### config.mk
export PLATFORM = sky130hd
export DESIGN_NAME = inst_queue
export DESIGN_NICKNAME = d
export VERILOG_FILES = /design/src/rtl/rv32i_types.sv /design/src/rtl/inst_queue.sv
export SDC_FILE = /design/constraint.sdc
export NUM_CORES = 1
export LEC_CHECK = 0
export ABC_AREA = 1
export CAP_MARGIN = 10
export CORE_MARGIN = 2
export CORE_UTILIZATION = 40
export DETAILED_ROUTE_END_ITERATION = 16
export PLACE_DENSITY_LB_ADDON = 0.25
export SLEW_MARGIN = 20
export SYNTH_ARGS = -nofsm -noshare
export SYNTH_HDL_FRONTEND = slang
export SYNTH_SLANG_ARGS = --single-unit
### constraint.sdc
create_clock -name clk -period 11.2 [get_ports clk]
set_input_delay 1.12 -clock clk [delete_from_list [all_inputs] [get_ports clk]]
set_output_delay 1.12 -clock clk [all_outputs]
set_load 0.02 [all_outputs]
### src/rtl/rv32i_types.sv
// Shared RV32I pipeline types; the instruction-queue entry travels fetch -> decode.
package rv32i_types;

  typedef struct packed {
    logic [31:0] inst;
    logic [31:0] pc;
    logic [31:0] pc_next;
    logic        br_pred;
  } iq_entry_t;

endpackage

### src/rtl/inst_queue.sv
// Circular instruction FIFO between fetch and decode; registered full back-pressure,
// single-cycle flush, no enqueue-to-dequeue bypass.
module inst_queue
  import rv32i_types::*;
#(
  parameter  int DEPTH = 8,
  localparam int IDX_W = $clog2(DEPTH)
) (
  input  logic             clk,
  input  logic             rst_n,
  input  logic             flush,
  input  logic             enq_valid,
  input  logic [31:0]      enq_inst,
  input  logic [31:0]      enq_pc,
  input  logic [31:0]      enq_pc_next,
  input  logic             enq_br_pred,
  output logic             full_sig,
  input  logic             deq_ready,
  output logic             deq_valid,
  output logic [31:0]      deq_inst,
  output logic [31:0]      deq_pc,
  output logic [31:0]      deq_pc_next,
  output logic             deq_br_pred,
  output logic [IDX_W:0]   count
);

  localparam logic [IDX_W:0]   FULL_CNT = (IDX_W+1)'(DEPTH);
  localparam logic [IDX_W-1:0] PTR_ONE  = IDX_W'(1);
  localparam logic [IDX_W:0]   CNT_ONE  = (IDX_W+1)'(1);

  iq_entry_t        mem_q [DEPTH];
  iq_entry_t        enq_ent, head_ent;
  logic [IDX_W-1:0] head_q, head_d, tail_q, tail_d;
  logic [IDX_W:0]   count_q, count_d;
  logic             enq_fire, deq_fire;

  // Status comes only from registered count, keeping deq_ready off the fetch PC path.
  assign full_sig  = (count_q == FULL_CNT);
  assign deq_valid = (count_q != '0);
  assign count     = count_q;

  assign enq_fire = enq_valid && !full_sig && !flush;
  assign deq_fire = deq_valid && deq_ready && !flush;

  assign enq_ent = '{inst: enq_inst, pc: enq_pc, pc_next: enq_pc_next, br_pred: enq_br_pred};

  always_comb begin
    head_ent = '0;
    if (deq_valid) head_ent = mem_q[head_q];
  end

  assign deq_inst    = head_ent.inst;
  assign deq_pc      = head_ent.pc;
  assign deq_pc_next = head_ent.pc_next;
  assign deq_br_pred = head_ent.br_pred;

  always_comb begin
    head_d  = head_q;
    tail_d  = tail_q;
    count_d = count_q;
    if (flush) begin
      head_d  = '0;
      tail_d  = '0;
      count_d = '0;
    end else begin
      if (enq_fire) tail_d = tail_q + PTR_ONE;
      if (deq_fire) head_d = head_q + PTR_ONE;
      case ({enq_fire, deq_fire})
        2'b10:   count_d = count_q + CNT_ONE;
        2'b01:   count_d = count_q - CNT_ONE;
        default: count_d = count_q;
      endcase
    end
  end

  always_ff @(posedge clk or negedge rst_n) begin
    if (!rst_n) begin
      head_q  <= '0;
      tail_q  <= '0;
      count_q <= '0;
    end else begin
      head_q  <= head_d;
      tail_q  <= tail_d;
      count_q <= count_d;
    end
  end

  // Entry data is don't-care outside [head, tail), so storage carries no reset.
  always_ff @(posedge clk) begin
    if (enq_fire) mem_q[tail_q] <= enq_ent;
  end

  a_count_bound: assert property (@(posedge clk) disable iff (!rst_n) count_q <= FULL_CNT);
  a_ptr_count:   assert property (@(posedge clk) disable iff (!rst_n)
                   (tail_q - head_q) == count_q[IDX_W-1:0]);
  a_no_enq_full: assert property (@(posedge clk) disable iff (!rst_n) full_sig |-> !enq_fire);

endmodule

# Yosys cells after proc, flatten, opt, wreduce, memory -nomap -nowiden
# Memory sizes are Yosys's and may differ from the RTL's.
# Cells that the tools add are included.
# word_totals
register_bits	10
ramBits	776
inputBits	102
elab_cells	30
mem_count	1
# op_classes
add_sub_neg	4
n_eq_ne	3
muxes	9
n_reduce_logical	10
# memory_table
name	words	width	rd	rd_clocked_by_memory_dff	write_ports	line_no	text
mem_q	8	97	1	0	1	inst_queue.sv:31	iq_entry_t mem_q [DEPTH];
# ops
op	n
$mux W97	1
$mux W3	4
$pmux W4 S2	1
$add A3 B1 Y3 const B	2
$add A4 B1 Y4 const B	1
$eq A4 B4 Y1 const B	1
$logic_and A1 B1 Y1	4
$mux W4	1
$reduce_bool A2 Y1	2
$reduce_bool A4 Y1	1
$sub A4 B1 Y4 const B	1
$reduce_bool A3 Y1	1
$eq A2 B1 Y1 const B	1
$eq A2 B2 Y1 const B	1
$logic_not A1 Y1	2
$mux W1	2

# Logic depth before layout (Yosys ltp)
# Gate-level depths: netlist (run 1).
# logic_depth
ltp_word	7
ltp_mapped	14

# Worst setup path after synthesis (run 1)
# Ideal clock, no wire load.
# synth_path
path_kind	input-to-reg
start	input flush
end	memory mem_q[0][0] (netlist name) (enable)
setup_ps	553
t_arrival_ps	5534
slack_ps	5113
cell_stages	5
n_path_buf	0
cell_sequence	inv_1 > nand3_1 > inv_1 > nand2_1 > nor2_1
# synth_between
elab_chain_cells	4
# synth_lines
item	line_no	text
start: declaration	inst_queue.sv:11	input logic flush,
$logic_not A1 Y1	inst_queue.sv:42	assign enq_fire = enq_valid && !full_sig && !flush;
$logic_and A1 B1 Y1	inst_queue.sv:42	
$mux W1	inst_queue.sv:90	if (enq_fire) mem_q[tail_q] <= enq_ent;
$mux W1 (not written as such)	inst_queue.sv:90	
end: declaration	inst_queue.sv:31	
# Every way passes these cells.

# Final worst setup path (run 1)
# layout_path
start	register head_q[0]
end	output deq_inst[29]
# layout_between
elab_chain_cells	2
# layout_lines
item	line_no	text
start: declaration	inst_queue.sv:33	logic [IDX_W-1:0] head_q, head_d, tail_q, tail_d;
start signal: assignment	inst_queue.sv:78	head_q <= '0;
start signal: assignment	inst_queue.sv:82	head_q <= head_d;
$mem_v2 Z8 W97	-	
$mux W97	inst_queue.sv:49	if (deq_valid) head_ent = mem_q[head_q];
end: declaration	inst_queue.sv:20	output logic [31:0] deq_inst,
# Every way passes these cells.

==> impl_table.tex, run 1 <==
\begin{tabular}{lr}
\hline
Metric & Value \\
\hline
\multicolumn{2}{l}{\textbf{Global route}} \\
Global-route wire length before repair & 113.8 mm \\
Initial antenna violation count & 5 \\
Global-route congestion overflow total & 0 \\
Global routing usage summed across all routing layers & 18.97\% \\
Maximum number of pins on one net before global-route repair & 215 \\
Via count of the first global-routing pass & 18,800 \\
\multicolumn{2}{l}{\textbf{Critical path}} \\
Peak per-stage delay on the critical path & 0.85 ns \\
Required time at the endpoint of the critical path & 10.08 ns \\
Worst r2r src & count[1] \\
FF-to-FF End & mem\_q[2][55] \\
Sequence of cells on the critical path & buf\_4 -> buf\_4 -> o21ai\_0 -> o22ai\_1 -> o21ai\_0 -> a31oi\_1 -> clkdlybuf4s50\_1 \\
Kind of critical path & flip-flop to output pin \\
Type of element capturing the critical path & output pin \\
CP Data Arrival Time & 4.75 ns \\
Critical path buffer and inverter count & 3 \\
Largest fanout on the critical path & 93 \\
Startpoint type of the worst setup path & flip-flop \\
R2R setup slack & 7.51 ns \\
R2R depth & 8 \\
Largest delay contributor family on the critical path & buffers and inverters \\
Critical path's slowest cell & buf\_4 \\
\multicolumn{2}{l}{\textbf{Floorplanning}} \\
Site row count & 101 \\
Chip Height & 280.9 µm \\
I/O pin count & 205 \\
Die Outline Area & 78,900 µm² \\
Starting Density & 40.38\% \\
Area of the core region & 75,950 µm² \\
Chip width & 280.9 µm \\
\multicolumn{2}{l}{\textbf{Cells and area}} \\
P\&R area growth vs syn & 18.10\% \\
Storage cell area & 23,560 µm² \\
Area of combinational cells with multiple inputs & 6247 µm² \\
Fraction of layout instances using a drive strength above 1 & 6.595\% \\
Final design utilization & 47.69\% \\
Net count reported at finish & 2,556 \\
Final Cell Area & 36,220 µm² \\
Layout filler cell count & 6,584 \\
\multicolumn{2}{l}{\textbf{Hold path}} \\
Worst hold path type & flip-flop to flip-flop \\
Endpoint of the worst hold-timing path & count[0] \\
Cells on Worst Hold Path & 1 \\
Hold Path Origin & count[0] \\
\multicolumn{2}{l}{\textbf{Yosys}} \\
Simple-gate area share of the yosys netlist & 7.866\% \\
Synthesized area per cell & 13.37 µm² \\
Adder and majority gate portion of the synthesized area & 0.1632\% \\
Post-Synthesis Net Count & 2,400 \\
Synth unique cells & 27 \\
Post-synthesis xor/xnor area fraction & 0.02856\% \\
Synthesized instance count & 2,294 \\
Total standard cell area after synthesis & 30,670 µm² \\
Combinational family with the most area after synthesis & compound AO/OA/AOI/OAI gates \\
Synthesis warning total & 0 \\
Yosys reg bits & 786 \\
Multiplexer fraction of the synthesized cell area & 0\% \\
Post-synthesis sequential area ratio & 76.80\% \\
Synth Area in Compound Gates & 12.07\% \\
\multicolumn{2}{l}{\textbf{Place}} \\
Buffers added on ports & 204 \\
Final Wtd Congestion & 0.7316 \\
Half-perimeter wire length after detailed placement & 37.39 mm \\
Placed standard-cell area & 33,450 µm² \\
\multicolumn{2}{l}{\textbf{Clock tree}} \\
Worst-case clock buffer depth & 3 \\
Cell chosen for the clock root & clkbuf\_16 \\
Clock buffer count from CTS & 81 \\
Number of H-tree levels & 3 \\
Clock transition time at the flip-flop clock pins of the worst setup and hold paths & 0.06 ns \\
Sink count of the clock tree & 786 \\
CTS tree & yes \\
Buffer count from post-CTS setup fixing & 0 \\
Count of instances resized after the clock tree is built & 0 \\
Clock latency at the later pin of the worst-skew pair & 0.62 ns \\
Hold-fix buffers at CTS & 0 \\
\multicolumn{2}{l}{\textbf{Detailed routing}} \\
Total wire length & 75.15 mm \\
Number of vias per cell & 5.346 \\
DRC marker count from the first detailed-route iteration & 1,534 \\
Routed wirelength normalized by instance count & 21.17 µm \\
Final routed DRC violation total & 0 \\
Number of vias in the routed layout & 18,970 \\
1st-pass router iterations & 5 \\
Antenna viol nets, final & 0 \\
\multicolumn{2}{l}{\textbf{STA}} \\
Part of the cycle the worst path needs & 52.41\% \\
Summed negative setup slack over all endpoints & 0 ns \\
Worst hold margin & 0.6047 ns \\
Setup-violating endpoint count in the final report & 0 \\
Fmax & 170.4 MHz \\
Fin Clk Skew & 0.02095 ns \\
Fin crit period & 5.870 ns \\
Hold Fails Final Rpt & 0 \\
Worst-Margin Slew & 1.065 ns \\
Final Max Slew Viols & 0 \\
RSZ-0062 raised after global routing & no \\
Max-slew headroom at the worst pin & 28.85\% \\
\multicolumn{2}{l}{\textbf{Power}} \\
Areal power density over the cells & 245.6 nW/µm² \\
Leakage & 11.70 nW \\
Total power & 8.895 mW \\
Max rail drop VDD & 0.2412 mV \\
\multicolumn{2}{l}{\textbf{Status}} \\
Result of the run & complete, no violations \\
\multicolumn{2}{l}{\textbf{Flow run}} \\
Max-capacitance violation count & 0 \\
\hline
\end{tabular}
==> synth_stat cells <==
| cell | count | share of area [%] |
|---|---|---|
| nor2_1 | 591 | 7.2 |
| buf_6 | 23 | 0.84 |
| nor2_4 | 1 | 0.037 |
| o21ai_1 | 131 | 2.1 |
| clkbuf_1 | 78 | 0.95 |
| ha_1 | 4 | 0.16 |
| nand3b_1 | 1 | 0.024 |
| nand2_2 | 4 | 0.082 |
| buf_8 | 1 | 0.049 |
| buf_12 | 1 | 0.065 |
| buf_2 | 33 | 0.54 |
| a31oi_1 | 97 | 2.0 |
| nand4_1 | 1 | 0.020 |
| dfrtp_1 | 10 | 0.82 |
| nor2_2 | 1 | 0.020 |
| clkbuf_2 | 5 | 0.082 |
| inv_1 | 17 | 0.21 |
| a21oi_1 | 2 | 0.033 |
| buf_4 | 6 | 0.15 |
| inv_2 | 3 | 0.037 |
| edfxtp_1 | 776 | 76 |
| o22ai_1 | 98 | 2.0 |
| o21ai_0 | 363 | 5.9 |
| buf_1 | 12 | 0.15 |
| xnor2_1 | 1 | 0.029 |
| nand2_1 | 26 | 0.32 |
| nand3_1 | 8 | 0.13 |
==> layout make-up <==
| type | instances | share of cell area (%) |
|---|---|---|
| diodes | 2 | 0.01382 |
| clock buffers | 96 | 5.811 |
| clock inverters | 54 | 1.796 |
| inverters | 20 | 0.2695 |
| multi-input cells | 1329 | 17.25 |
| flip-flops and latches | 786 | 65.05 |
| well taps | 1030 | 3.558 |
| repair buffers | 232 | 6.253 |
==> cells in the final DEF, fill, tap and decap left out, types with 17 or more instances in the layout <==
cell type / Yosys / layout
edfxtp_1: 776 / 776
nor2_1: 591 / 583
o21ai_0: 363 / 363
clkdlybuf4s50_1: 0 / 204
o21ai_1: 131 / 131
o22ai_1: 98 / 98
a31oi_1: 97 / 97
clkbuf_16: 0 / 82
buf_4: 6 / 27
nand2_1: 26 / 26
inv_1: 17 / 17
clkinv_1: 0 / 17
==> flip-flops by register name, indices dropped and copies added, names as in the netlist <==
signal  flops
mem_q     776
count       4
head_q      3
tail_q      3
==> how the worst max path moves through the flow <==
stage               cells past startpoint           end  startpoint  slack (ns)
CTS                                     7  deq_inst[29]   head_q[0]        5.27
finish                                  7  deq_inst[29]   head_q[0]        5.33
detailed placement                      7  deq_inst[29]   head_q[0]        5.93
global route                            7  deq_inst[29]   head_q[0]        5.07
floorplan                               5   mem_q[0][0]       flush        5.11
global placement                        7  deq_inst[29]   head_q[0]        5.93
==> per-layer routing <==
layer  vias to the layer above  share of wire [%]  track usage (%)
li1                       8812                  -                -
met1                      9508                 42            24.69
met2                       516                 50            32.27
met3                       132                5.5            3.259
met4                         6                2.7            6.280
met5                         -              0.045                0
==> power by group <==
| group | internal (mW) | switching, mW |
|---|---|---|
| sequential | 3.32 | 0.0610 |
| combinational | 0.981 | 1.76 |
| clock | 1.67 | 1.10 |
| total | 5.97 | 2.92 |
==> through the flow <==
stage | cells | setup WS (ns)
floorplan | 2294 | 5.113
global placement | 3397 | 5.928
detailed placement | 3397 | 5.928
CTS | 3547 | 5.267
global route | 3549 | 5.072
finish | 3549 | 5.330
==> logic make-up (layout without fill, tap and decap cells) <==
logic type	after synthesis	after routing
compound gates	691	691
xor+xnor	1	1
simple gates	633	633
flops	786	786
other cells	0	2
fa+ha+maj	4	4
buf+inv	179	402
No activity file was read; power rests on OpenSTA's default activity.
==> run 2: changes to the inputs <==
clock period = 6.1 ns   (was 11.2 ns; I/O delays follow)
==> run 2 against run 1 <==
Effect of this change:
- cell area barely moved
- via count rose by 0.13%
- die area did not move
==> impl_table.tex, run 2 (synthesis gave the netlist of run 1 again) <==
\begin{tabular}{lr}
\hline
Metric & Value \\
\hline
\multicolumn{2}{l}{\textbf{Floorplanning}} \\
Site row count & 101 \\
Die Outline Area & 78,900 µm² \\
Chip Height & 280.9 µm \\
Area of the core region & 75,950 µm² \\
Chip width & 280.9 µm \\
Starting Density & 40.38\% \\
I/O pin count & 205 \\
\multicolumn{2}{l}{\textbf{Critical path}} \\
Startpoint type of the worst setup path & flip-flop \\
Kind of critical path & flip-flop to output pin \\
R2R depth & 7 \\
Worst r2r src & count[0] \\
Crit. Startpoint & head\_q[0] \\
Type of element capturing the critical path & output pin \\
CP Data Arrival Time & 4.09 ns \\
Required time at the endpoint of the critical path & 5.49 ns \\
Largest fanout on the critical path & 91 \\
\multicolumn{2}{l}{\textbf{STA}} \\
Max-slew headroom at the worst pin & 27.82\% \\
Worst-Margin Slew & 1.083 ns \\
Part of the cycle the worst path needs & 77.03\% \\
Fin crit period & 4.699 ns \\
RSZ-0062 raised after global routing & no \\
Hold Fails Final Rpt & 0 \\
Setup-violating endpoint count in the final report & 0 \\
Fin Clk Skew & 0.02161 ns \\
Fmax & 212.8 MHz \\
Summed negative setup slack over all endpoints & 0 ns \\
Final Max Slew Viols & 0 \\
\multicolumn{2}{l}{\textbf{Global route}} \\
Maximum number of pins on one net before global-route repair & 196 \\
Via count of the first global-routing pass & 18,920 \\
Global routing usage summed across all routing layers & 18.87\% \\
Initial antenna violation count & 11 \\
Global-route congestion overflow total & 0 \\
Global-route wire length before repair & 113.2 mm \\
\multicolumn{2}{l}{\textbf{Cells and area}} \\
Most frequent standard cell in the layout excluding fill and tap cells & edfxtp\_1 \\
Commonest cells after routing, fill and taps aside & 776 x edfxtp\_1, 583 x nor2\_1, 363 x o21ai\_0 \\
Fraction of layout instances using a drive strength above 1 & 6.677\% \\
Register with the most flip-flops & mem\_q \\
Net count reported at finish & 2,559 \\
Number of flip-flops under the largest register name & 776 \\
P\&R area growth vs syn & 18.02\% \\
\multicolumn{2}{l}{\textbf{Clock tree}} \\
Cell chosen for the clock root & clkbuf\_16 \\
Count of instances resized after the clock tree is built & 0 \\
CTS tree & yes \\
Clock buffer count from CTS & 83 \\
Clock latency at the later pin of the worst-skew pair & 0.63 ns \\
Hold-fix buffers at CTS & 0 \\
Number of H-tree levels & 3 \\
Buffer count from post-CTS setup fixing & 0 \\
Worst-case clock buffer depth & 3 \\
Sink count of the clock tree & 786 \\
Clock transition time at the flip-flop clock pins of the worst setup and hold paths & 0.06 ns \\
\multicolumn{2}{l}{\textbf{Detailed routing}} \\
DRC marker count from the first detailed-route iteration & 1,568 \\
Number of vias per cell & 5.352 \\
1st-pass router iterations & 5 \\
Routed wirelength normalized by instance count & 21.04 µm \\
Total wire length & 74.68 mm \\
Antenna viol nets, final & 0 \\
Final routed DRC violation total & 0 \\
Number of vias in the routed layout & 19,000 \\
\multicolumn{2}{l}{\textbf{Place}} \\
Final Wtd Congestion & 0.7306 \\
Half-perimeter wire length after detailed placement & 36.50 mm \\
Buffers added on ports & 204 \\
\multicolumn{2}{l}{\textbf{Power}} \\
Leakage & 11.66 nW \\
Max rail drop VDD & 0.4389 mV \\
Total power & 16.10 mW \\
Areal power density over the cells & 444.9 nW/µm² \\
\multicolumn{2}{l}{\textbf{Status}} \\
Result of the run & complete, no violations \\
\multicolumn{2}{l}{\textbf{Flow run}} \\
Max-capacitance violation count & 0 \\
\multicolumn{2}{l}{\textbf{Hold path}} \\
Worst hold path type & primary input to async pin \\
\hline
\end{tabular}
-- run 2: layout make-up --
| type | instances | area [µm²] |
|---|---|---|
| fillers | 6516 | 39750 |
| flip-flops and latches | 786 | 23560 |
| multi-input cells | 1329 | 6247 |
| repair buffers | 233 | 2360 |
| clock buffers | 101 | 2208 |
| well taps | 1030 | 1289 |
| clock inverters | 47 | 427.9 |
| inverters | 20 | 92.59 |
| diodes | 4 | 10.01 |
-- run 2: final timing paths --
path | to | slack, ns
max reg2reg | mem_q[2][38] | 3.01
max | deq_pc_next[19] | 1.40
min | count[0] | 0.33
min in group clk | count[3] | 0.59
max in group asynchronous | head_q[1] | 5.40
min reg2reg | count[3] | 0.59
-- run 2: layer usage --
metal	up-vias	GRT usage [%]	wire (µm)
met5	-	0	96
met4	16	4.923	1403
met3	107	4.024	4477
met2	478	32.39	37230
met1	9589	24.33	31470
li1	8809	-	-
-- run 2: report_power, final --
part	total (mW)	switching, mW	internal (mW)
combinational	5.04	3.22	1.83
clock	4.85	2.02	2.83
sequential	6.21	0.117	6.09
total	16.1	5.35	10.8
-- run 2: critical path, cell delays in order (launching register included) --
cell	delay (ns)
dfrtp_4	1.01
buf_4	0.89
o21ai_0	0.21
o22ai_1	0.20
o21ai_0	0.09
a31oi_1	0.33
clkdlybuf4s50_1	0.67
-- run 2: per-stage QoR --
step / std cells / hold slack [ns] / cell area, µm² / utilization (%) / setup WS [ns]
2_1_floorplan: 2294 / 0.3144 / 30670 / - / 0.5225
3_3_place_gp: 3398 / 0.5672 / 33550 / 44.17 / 1.985
3_5_place_dp: 3398 / 0.5805 / 33550 / 44.17 / 1.951
4_1_cts: 3546 / 0.2991 / 36180 / 47.64 / 1.279
5_1_grt: 3548 / 0.3356 / 36190 / 47.65 / 1.105
6_report: 3550 / 0.3320 / 36190 / 47.66 / 1.401
